[src/rtl/uart_pkg.sv]
// Purpose : shared UART definitions for the fabric receiver and the planned fabric transmitter.
// Latency : n/a (types, constants and elaboration-time helpers only).
// Backpr. : n/a.
//
// Contents: receiver state encoding, oversampling constants, baud divisor helper,
// 2-of-3 majority helper.
package uart_pkg;

  // 16 sub-bit ticks per bit; bit value taken from ticks 7, 8 and 9 (bit centre).
  localparam int OVERSAMPLE = 16;
  localparam int SAMPLE_LO  = 7;
  localparam int SAMPLE_MID = 8;
  localparam int SAMPLE_HI  = 9;
  localparam int DATA_BITS  = 8;

  typedef enum logic [2:0] {
    IDLE  = 3'd0,
    START = 3'd1,
    DATA  = 3'd2,
    STOP  = 3'd3,
    BREAK = 3'd4
  } uart_rx_state_t;

  // Rounded divisor: clk_hz / (baud * OVERSAMPLE), rounded to nearest.
  // 200 MHz / 115200 baud gives 109.
  function automatic int calc_div(input int clk_hz, input int baud);
    return (clk_hz + baud * (OVERSAMPLE / 2)) / (baud * OVERSAMPLE);
  endfunction

  function automatic logic maj3(input logic a, input logic b, input logic c);
    return (a & b) | (a & c) | (b & c);
  endfunction

endpackage

[src/rtl/uart_rx_fifo.sv]
// Purpose : first-word-fall-through byte FIFO between the UART receiver and fabric consumers.
// Latency : a push is visible at the head the cycle after it is written into an empty FIFO.
// Backpr. : push_rdy_o low when full and no pop this cycle; the writer then drops the entry.
//
// Ports:
//   clk_i, rst_ni            clock, asynchronous active-low reset
//   push_vld_i/_dat_i/_rdy_o write side (rdy is combinational: not full, or full with a pop)
//   pop_vld_o/_dat_o/_rdy_i  read side; pop when vld && rdy, data forced to 0 when empty
//   count_o                  occupancy, 0..DEPTH
//
// DEPTH must be a power of 2 and at least 2.
module uart_rx_fifo #(
  parameter int DEPTH = 16,
  parameter int WIDTH = 8
) (
  input  logic                     clk_i,
  input  logic                     rst_ni,
  input  logic                     push_vld_i,
  input  logic [WIDTH-1:0]         push_dat_i,
  output logic                     push_rdy_o,
  output logic                     pop_vld_o,
  output logic [WIDTH-1:0]         pop_dat_o,
  input  logic                     pop_rdy_i,
  output logic [$clog2(DEPTH):0]   count_o
);

  localparam int AW = $clog2(DEPTH);

  logic [WIDTH-1:0] mem_q [DEPTH];
  logic [AW:0]      wr_ptr_q, wr_ptr_d;
  logic [AW:0]      rd_ptr_q, rd_ptr_d;
  logic             empty;
  logic             full;
  logic             do_push;
  logic             do_pop;

  // Pointers carry one wrap bit so full and empty are distinguishable.
  assign empty = (wr_ptr_q == rd_ptr_q);
  assign full  = (wr_ptr_q[AW] != rd_ptr_q[AW]) &&
                 (wr_ptr_q[AW-1:0] == rd_ptr_q[AW-1:0]);

  assign do_pop     = !empty && pop_rdy_i;
  // A slot freed by a same-cycle pop can take the incoming entry.
  assign push_rdy_o = !full || do_pop;
  assign do_push    = push_vld_i && push_rdy_o;

  always_comb begin
    wr_ptr_d = wr_ptr_q;
    rd_ptr_d = rd_ptr_q;
    if (do_push) wr_ptr_d = wr_ptr_q + (AW+1)'(1);
    if (do_pop)  rd_ptr_d = rd_ptr_q + (AW+1)'(1);
  end

  always_ff @(posedge clk_i or negedge rst_ni) begin
    if (!rst_ni) begin
      wr_ptr_q <= '0;
      rd_ptr_q <= '0;
    end else begin
      wr_ptr_q <= wr_ptr_d;
      rd_ptr_q <= rd_ptr_d;
    end
  end

  // Storage needs no reset: the head is masked while the FIFO is empty.
  always_ff @(posedge clk_i) begin
    if (do_push) mem_q[wr_ptr_q[AW-1:0]] <= push_dat_i;
  end

  assign pop_vld_o = !empty;
  assign pop_dat_o = empty ? '0 : mem_q[rd_ptr_q[AW-1:0]];
  assign count_o   = wr_ptr_q - rd_ptr_q;

endmodule

[src/rtl/uart_rx_ctrl.sv]
// Purpose : 8N1 LSB-first UART receiver for the MCU uart0_txd line, bytes delivered via a FIFO.
// Latency : byte pushed 154*DIV (+/-1) cycles after start detection, head valid one cycle later.
// Backpr. : rx_ready stalls the FIFO head; a byte arriving while full is dropped with overrun.
//
// Ports:
//   sys_clk, reset_n     clock, asynchronous active-low reset
//   uart_rxd             asynchronous serial input, idles high
//   rx_data/rx_valid     FIFO head (first-word-fall-through), rx_ready pops it
//   frame_err            one-cycle pulse when the stop bit is sampled low
//   overrun              one-cycle pulse when a received byte is dropped on a full FIFO
//   fifo_count           FIFO occupancy
module uart_rx_ctrl
  import uart_pkg::*;
#(
  parameter int CLK_HZ     = 200_000_000,
  parameter int BAUD       = 115200,
  parameter int FIFO_DEPTH = 16
) (
  input  logic                          sys_clk,
  input  logic                          reset_n,
  input  logic                          uart_rxd,
  output logic [7:0]                    rx_data,
  output logic                          rx_valid,
  input  logic                          rx_ready,
  output logic                          frame_err,
  output logic                          overrun,
  output logic [$clog2(FIFO_DEPTH):0]   fifo_count
);

  localparam int DIV   = calc_div(CLK_HZ, BAUD);
  localparam int CNT_W = (DIV > 1) ? $clog2(DIV) : 1;

  localparam logic [CNT_W-1:0] TICK_LAST = CNT_W'(DIV - 1);
  localparam logic [3:0]       IDX_LO    = 4'(SAMPLE_LO);
  localparam logic [3:0]       IDX_MID   = 4'(SAMPLE_MID);
  localparam logic [3:0]       IDX_HI    = 4'(SAMPLE_HI);
  localparam logic [3:0]       IDX_LAST  = 4'(OVERSAMPLE - 1);
  localparam logic [2:0]       BIT_LAST  = 3'(DATA_BITS - 1);

  // ---------------------------------------------------------------------------
  // Input synchronizer; both stages reset to the idle level so a reset never
  // looks like a start bit.
  // ---------------------------------------------------------------------------
  logic rxd_meta_q;
  logic rxd_s_q;

  always_ff @(posedge sys_clk or negedge reset_n) begin
    if (!reset_n) begin
      rxd_meta_q <= 1'b1;
      rxd_s_q    <= 1'b1;
    end else begin
      rxd_meta_q <= uart_rxd;
      rxd_s_q    <= rxd_meta_q;
    end
  end

  // ---------------------------------------------------------------------------
  // Oversample tick generator, re-phased at every start detection.
  // ---------------------------------------------------------------------------
  uart_rx_state_t   state_q;
  logic [CNT_W-1:0] tick_cnt_q, tick_cnt_d;
  logic             tick;
  logic             start_det;

  assign tick      = (tick_cnt_q == TICK_LAST);
  assign start_det = (state_q == IDLE) && !rxd_s_q;

  always_comb begin
    tick_cnt_d = tick ? '0 : tick_cnt_q + CNT_W'(1);
    if (start_det) tick_cnt_d = '0;
  end

  always_ff @(posedge sys_clk or negedge reset_n) begin
    if (!reset_n) tick_cnt_q <= '0;
    else          tick_cnt_q <= tick_cnt_d;
  end

  // ---------------------------------------------------------------------------
  // Bit sampling helpers.
  // ---------------------------------------------------------------------------
  logic [3:0] idx_q;
  logic [2:0] bit_cnt_q;
  logic       smp_lo_q;
  logic       smp_mid_q;
  logic [7:0] shift_q;
  logic       frame_err_q;
  logic       overrun_q;
  logic       bit_val;
  logic       at_decide;
  logic       at_bit_end;

  // Third sample is the live synchronized value at the deciding tick.
  assign bit_val    = maj3(smp_lo_q, smp_mid_q, rxd_s_q);
  assign at_decide  = tick && (idx_q == IDX_HI);
  assign at_bit_end = tick && (idx_q == IDX_LAST);

  // Push is issued at the stop-bit decision itself so overrun lines up with it.
  logic push_vld;
  logic push_rdy;

  assign push_vld = (state_q == STOP) && at_decide && bit_val;

  // ---------------------------------------------------------------------------
  // Receive FSM with registered pulse outputs.
  // ---------------------------------------------------------------------------
  always_ff @(posedge sys_clk or negedge reset_n) begin
    if (!reset_n) begin
      state_q     <= IDLE;
      idx_q       <= '0;
      bit_cnt_q   <= '0;
      smp_lo_q    <= 1'b1;
      smp_mid_q   <= 1'b1;
      shift_q     <= '0;
      frame_err_q <= 1'b0;
      overrun_q   <= 1'b0;
    end else begin
      frame_err_q <= 1'b0;
      overrun_q   <= push_vld && !push_rdy;

      if (tick) begin
        idx_q <= idx_q + 4'd1;
        if (idx_q == IDX_LO)  smp_lo_q  <= rxd_s_q;
        if (idx_q == IDX_MID) smp_mid_q <= rxd_s_q;
      end

      unique case (state_q)
        IDLE: begin
          if (!rxd_s_q) begin
            idx_q   <= '0;
            state_q <= START;
          end
        end

        START: begin
          // A start bit that is high at its centre was a glitch.
          if (at_decide && bit_val) begin
            state_q <= IDLE;
          end else if (at_bit_end) begin
            bit_cnt_q <= '0;
            state_q   <= DATA;
          end
        end

        DATA: begin
          if (at_decide) shift_q <= {bit_val, shift_q[7:1]};
          if (at_bit_end) begin
            if (bit_cnt_q == BIT_LAST) state_q   <= STOP;
            else                       bit_cnt_q <= bit_cnt_q + 3'd1;
          end
        end

        STOP: begin
          // Leaving at mid stop bit leaves half a bit of margin before the next start.
          if (at_decide) begin
            if (bit_val) begin
              state_q <= IDLE;
            end else begin
              frame_err_q <= 1'b1;
              state_q     <= BREAK;
            end
          end
        end

        BREAK: begin
          // Held-low line: wait for the return to idle before hunting for a start.
          if (rxd_s_q) state_q <= IDLE;
        end

        default: state_q <= IDLE;
      endcase
    end
  end

  assign frame_err = frame_err_q;
  assign overrun   = overrun_q;

  // ---------------------------------------------------------------------------
  // Output FIFO.
  // ---------------------------------------------------------------------------
  uart_rx_fifo #(
    .DEPTH (FIFO_DEPTH),
    .WIDTH (8)
  ) u_fifo (
    .clk_i      (sys_clk),
    .rst_ni     (reset_n),
    .push_vld_i (push_vld),
    .push_dat_i (shift_q),
    .push_rdy_o (push_rdy),
    .pop_vld_o  (rx_valid),
    .pop_dat_o  (rx_data),
    .pop_rdy_i  (rx_ready),
    .count_o    (fifo_count)
  );

endmodule

[config.mk]
export PLATFORM = sky130hd
export DESIGN_NAME = uart_rx_ctrl
export DESIGN_NICKNAME = d
export VERILOG_FILES = /design/src/rtl/uart_pkg.sv /design/src/rtl/uart_rx_fifo.sv /design/src/rtl/uart_rx_ctrl.sv
export SDC_FILE = /design/constraint.sdc
export NUM_CORES = 1
export LEC_CHECK = 0
export ABC_AREA = 1
export ABC_CLOCK_PERIOD_IN_PS = 4150
export BUFFER_PORTS_ARGS = -buffer_cell sky130_fd_sc_hd__buf_2
export CAP_MARGIN = 0
export CELL_PAD_IN_SITES_DETAIL_PLACEMENT = 0
export CELL_PAD_IN_SITES_GLOBAL_PLACEMENT = 1
export CORE_MARGIN = 2
export CORE_UTILIZATION = 30
export CTS_BUF_LIST = sky130_fd_sc_hd__clkbuf_8 sky130_fd_sc_hd__clkbuf_16
export DETAILED_ROUTE_END_ITERATION = 16
export PLACE_DENSITY_LB_ADDON = 0.1
export SLEW_MARGIN = 20
export SYNTH_ARGS = -nofsm -noshare
export SYNTH_HDL_FRONTEND = slang
export SYNTH_SLANG_ARGS = --single-unit
[constraint.sdc]
create_clock -name sys_clk -period 4.15 [get_ports sys_clk]
set_input_delay 0.415 -clock sys_clk [delete_from_list [all_inputs] [get_ports sys_clk]]
set_output_delay 0.415 -clock sys_clk [all_outputs]
set_load 0.02 [all_outputs]
==> results.py <==
metrics = {
    "logic_synthesis": {
        "yosys.area.top_type": "edfxtp_1",
        "yosysWarnings": 0,
        "synth_area_um2": 7560,
        "postSynthCellCount": 722,
        "async_flop_share_pct": 24.3,
        "ys_ff_latch": 169,
        "synth.top_cell.area_share_pct": 50.8,
        "synth_edf_count": 128,
        "synth_area_leaders": "edfxtp_1, dfrtp_1, nor2_1, o21ai_0, nand2_1",
        "synthesis.area_per_instance_um2": 10.5,
        "ys.flop_type": "edfxtp_1",
        "ys_types": 37,
        "ys_seq_area_share_pct": 64.4,
        "syn_nets": 743,
    },
    "critical_path": {
        "cp_max_fo": 75,
        "r2r-end": "u_fifo.mem_q[5][4]",
        "worstPathArrival_ns": 2.66,
        "start_kind": "register",
        "r2r_start": "u_fifo.rd_ptr_q[2]",
        "path_class": "reg -> out",
        "end_kind": "primary output",
        "ff2ff_setup_slack_ns": 1.10,
        "reg2reg_depth": 8,
        "timing.critical_path.required_ns": 3.73,
    },
    "detailed_routing": {
        "route.met3.wl_um": 929,
        "drc": 0,
        "routed_wl_um": 19300,
        "drtAntennaViolNets": 0,
        "drt_iter0_drc": 422,
        "routed.top_layer": "met4",
        "routed_via_density": 4.63,
        "wl_met2_um": 9510,
        "vias": 5054,
        "dr.pass1.iters": 5,
        "wire_per_inst_um": 17.7,
        "wl_met1_um": 8720,
    },
    "sta": {
        "slew_violations": 0,
        "fmax_mhz": 326,
        "min_period_over_period_pct": 74.0,
        "setup_viol": 0,
        "relSlewSlack_pct": 33.6,
        "min_period_ns": 3.07,
        "whs_ns": -0.0156,
        "hold_violations": 20,
        "fin_worst_skew_ns": 0.0100,
        "worst_pin_slew_ns": 0.989,
        "rsz0062_at_grt": "false",
        "tns_ns": 0,
    },
    "die": {
        "core_um2": 25000,
        "dieWidth_um": 163,
        "die_area_um2": 26500,
        "start_util_pct": 30.3,
        "io_pins": 20,
        "rows": 58,
        "dieHeight_um": 163,
    },
    "pwr": {
        "clkPwrFrac_pct": 30.5,
        "ir_drop_uv": 436,
        "sw_frac_of_total_pct": 37.3,
        "power_frac_seq_pct": 37.1,
        "p_total_uw": 5020,
        "powerDensity_nw_per_um2": 582,
        "p_switching_uw": 1880,
        "power_leakage_uw": 0.00359,
        "p_comb_share_pct": 32.4,
        "p_int_uw": 3150,
    },
    "hold_path": {
        "hold_class": "in -> async",
    },
    "place": {
        "dp_hpwl_um": 12900,
        "gp_congestion": 0.854,
        "port-buffer-count": 19,
    },
    "outcome": {
        "violations": "hold timing",
        "outcome": "finished, violations left",
    },
    "grt": {
        "grt_pass1_vias": 5101,
        "grtUsageTotal_pct": 15.4,
        "gr-total-overflow": 0,
        "antenna_found_initial": 0,
        "grt_pass1_wl_um": 29800,
        "grt_max_degree": 76,
    },
    "cells_and_area": {
        "diodes": 0,
        "nets": 769,
        "nFillCells": 2560,
        "syn_to_final_growth_pct": 14.0,
        "drive_gt1_share_pct": 12.5,
    },
    "cts": {
        "cts_buffer_depth": 2,
        "worstSkewPairLatency_ns": 0.43,
        "cts_setup_buffers": 0,
        "htreeDepth": 4,
        "clock_sinks": 169,
        "hold_buffers": 0,
        "numCtsBuffers": 17,
        "clk_transition_reported_paths_ns": 0.07,
        "cts_resized": 0,
        "cts_tree": "done",
        "cts_root_buf": "clkbuf_16",
    },
    "job": {
        "cap_violations": 0,
    },
}
## flip-flops by register name (all words and copies together) (netlist names)
register	cells
bit_cnt_q	3
frame_err	1
idx_q	4
overrun	1
rxd_meta_q	1
rxd_s_q	1
shift_q	8
smp_lo_q	1
smp_mid_q	1
state_q	3
tick_cnt_q	7
u_fifo.mem_q	128
u_fifo.rd_ptr_q	5
u_fifo.wr_ptr_q	5
## logic make-up after synthesis
logic type	synth area share (%)
adders and majority gates	2.91
and+or+nand+nor	19.0
muxes	0.149
buffers and inverters	4.90
xor gates and xnor gates	1.74
DFF	64.5
AOI/OAI and AO/OA	6.88
## layout make-up
type                       instances  area [um2]  share of cell area (%)
multi-input combinational        464        2330                    27.0
timing repair buffer              33         203                    2.35
clock inverter                    15         143                    1.65
tap                              330         413                    4.79
inverter                          63         236                    2.74
sequential                       169        4880                    56.5
clock buffer                      17         425                    4.93
## critical path: stages (launching register included)
cell     delay (ns)
dfrtp_2        0.39
buf_4          0.64
nor2_1         0.13
nor2_1         0.14
o21ai_0        0.13
nand2_1        0.12
nand2_1        0.06
nand2_1        0.08
inv_1          0.04
a21oi_1        0.23
buf_2          0.21
## synthesized netlist by cell type, types with 5 or more instances
library cell,number
inv_2,5
xor2_1,11
dfrtp_1,37
a21oi_1,18
nor2_1,139
o21ai_0,80
nor3_1,20
nand3_1,40
buf_2,11
edfxtp_1,128
ha_1,16
clkbuf_1,9
nand2_1,103
nand3_2,5
inv_1,57
## metrics by stage
step	hold slack [ns]	area [um2]	cells	worst slack [ns]	util [%]
detailed placement	0.352	8040	1059	1.10	32.2
finish	-0.0156	8620	1091	1.08	34.5
global placement	0.347	8040	1059	1.23	32.2
CTS	0.0634	8610	1091	1.05	34.5
global route	0.00782	8620	1091	0.841	34.5
floorplan	0.119	7560	722	1.40	-
## layout by cell type, fill, tap and decap left out, types with 4 or more instances in the layout
master and count:
a21oi_1 18, nand3_2 5, o21ai_0 80, nand4_1 4
dfstp_2 4, xor2_1 11, buf_4 15, clkbuf_16 17
edfxtp_1 128, ha_1 16, nand2_1 103, dfrtp_1 36
nor2_2 4, nor3_2 4, xnor2_1 4, buf_2 18
nand3_1 40, inv_2 5, nor2_1 139, inv_6 5
inv_1 58, nor3_1 18
## metal layers
layer	up-vias	global-route usage [%]
met1	2438	20.3
met2	117	25.7
met4	0	4.59
li1	2482	-
met3	17	3.06
met5	-	0
## worst max path at each step
| stage | start | to | slack, ns | depth (start not counted) |
|---|---|---|---|---|
| 2_1_floorplan | u_fifo.rd_ptr_q[1] | u_fifo.mem_q[4][0] | 1.40 | 10 |
| 3_3_place_gp | u_fifo.rd_ptr_q[2] | u_fifo.mem_q[4][6] | 1.23 | 8 |
| 3_5_place_dp | u_fifo.rd_ptr_q[2] | u_fifo.mem_q[4][0] | 1.10 | 8 |
| 4_1_cts | u_fifo.rd_ptr_q[0] | rx_data[4] | 1.05 | 8 |
| 5_1_grt | u_fifo.rd_ptr_q[0] | rx_data[2] | 0.84 | 10 |
| 6_report | u_fifo.rd_ptr_q[0] | rx_data[4] | 1.08 | 10 |
## power by group through the flow
| stage | clock network, uW | logic, uW | registers [uW] |
|---|---|---|---|
| after floorplan | 0 | 1140 | 1890 |
| after global placement | 0 | 1650 | 1900 |
| after detailed placement | 0 | 1640 | 1900 |
| after CTS | 1580 | 1640 | 1860 |
| after global routing | 1640 | 1830 | 1870 |
| final | 1530 | 1630 | 1860 |
No activity file was read; power rests on OpenSTA's default activity.
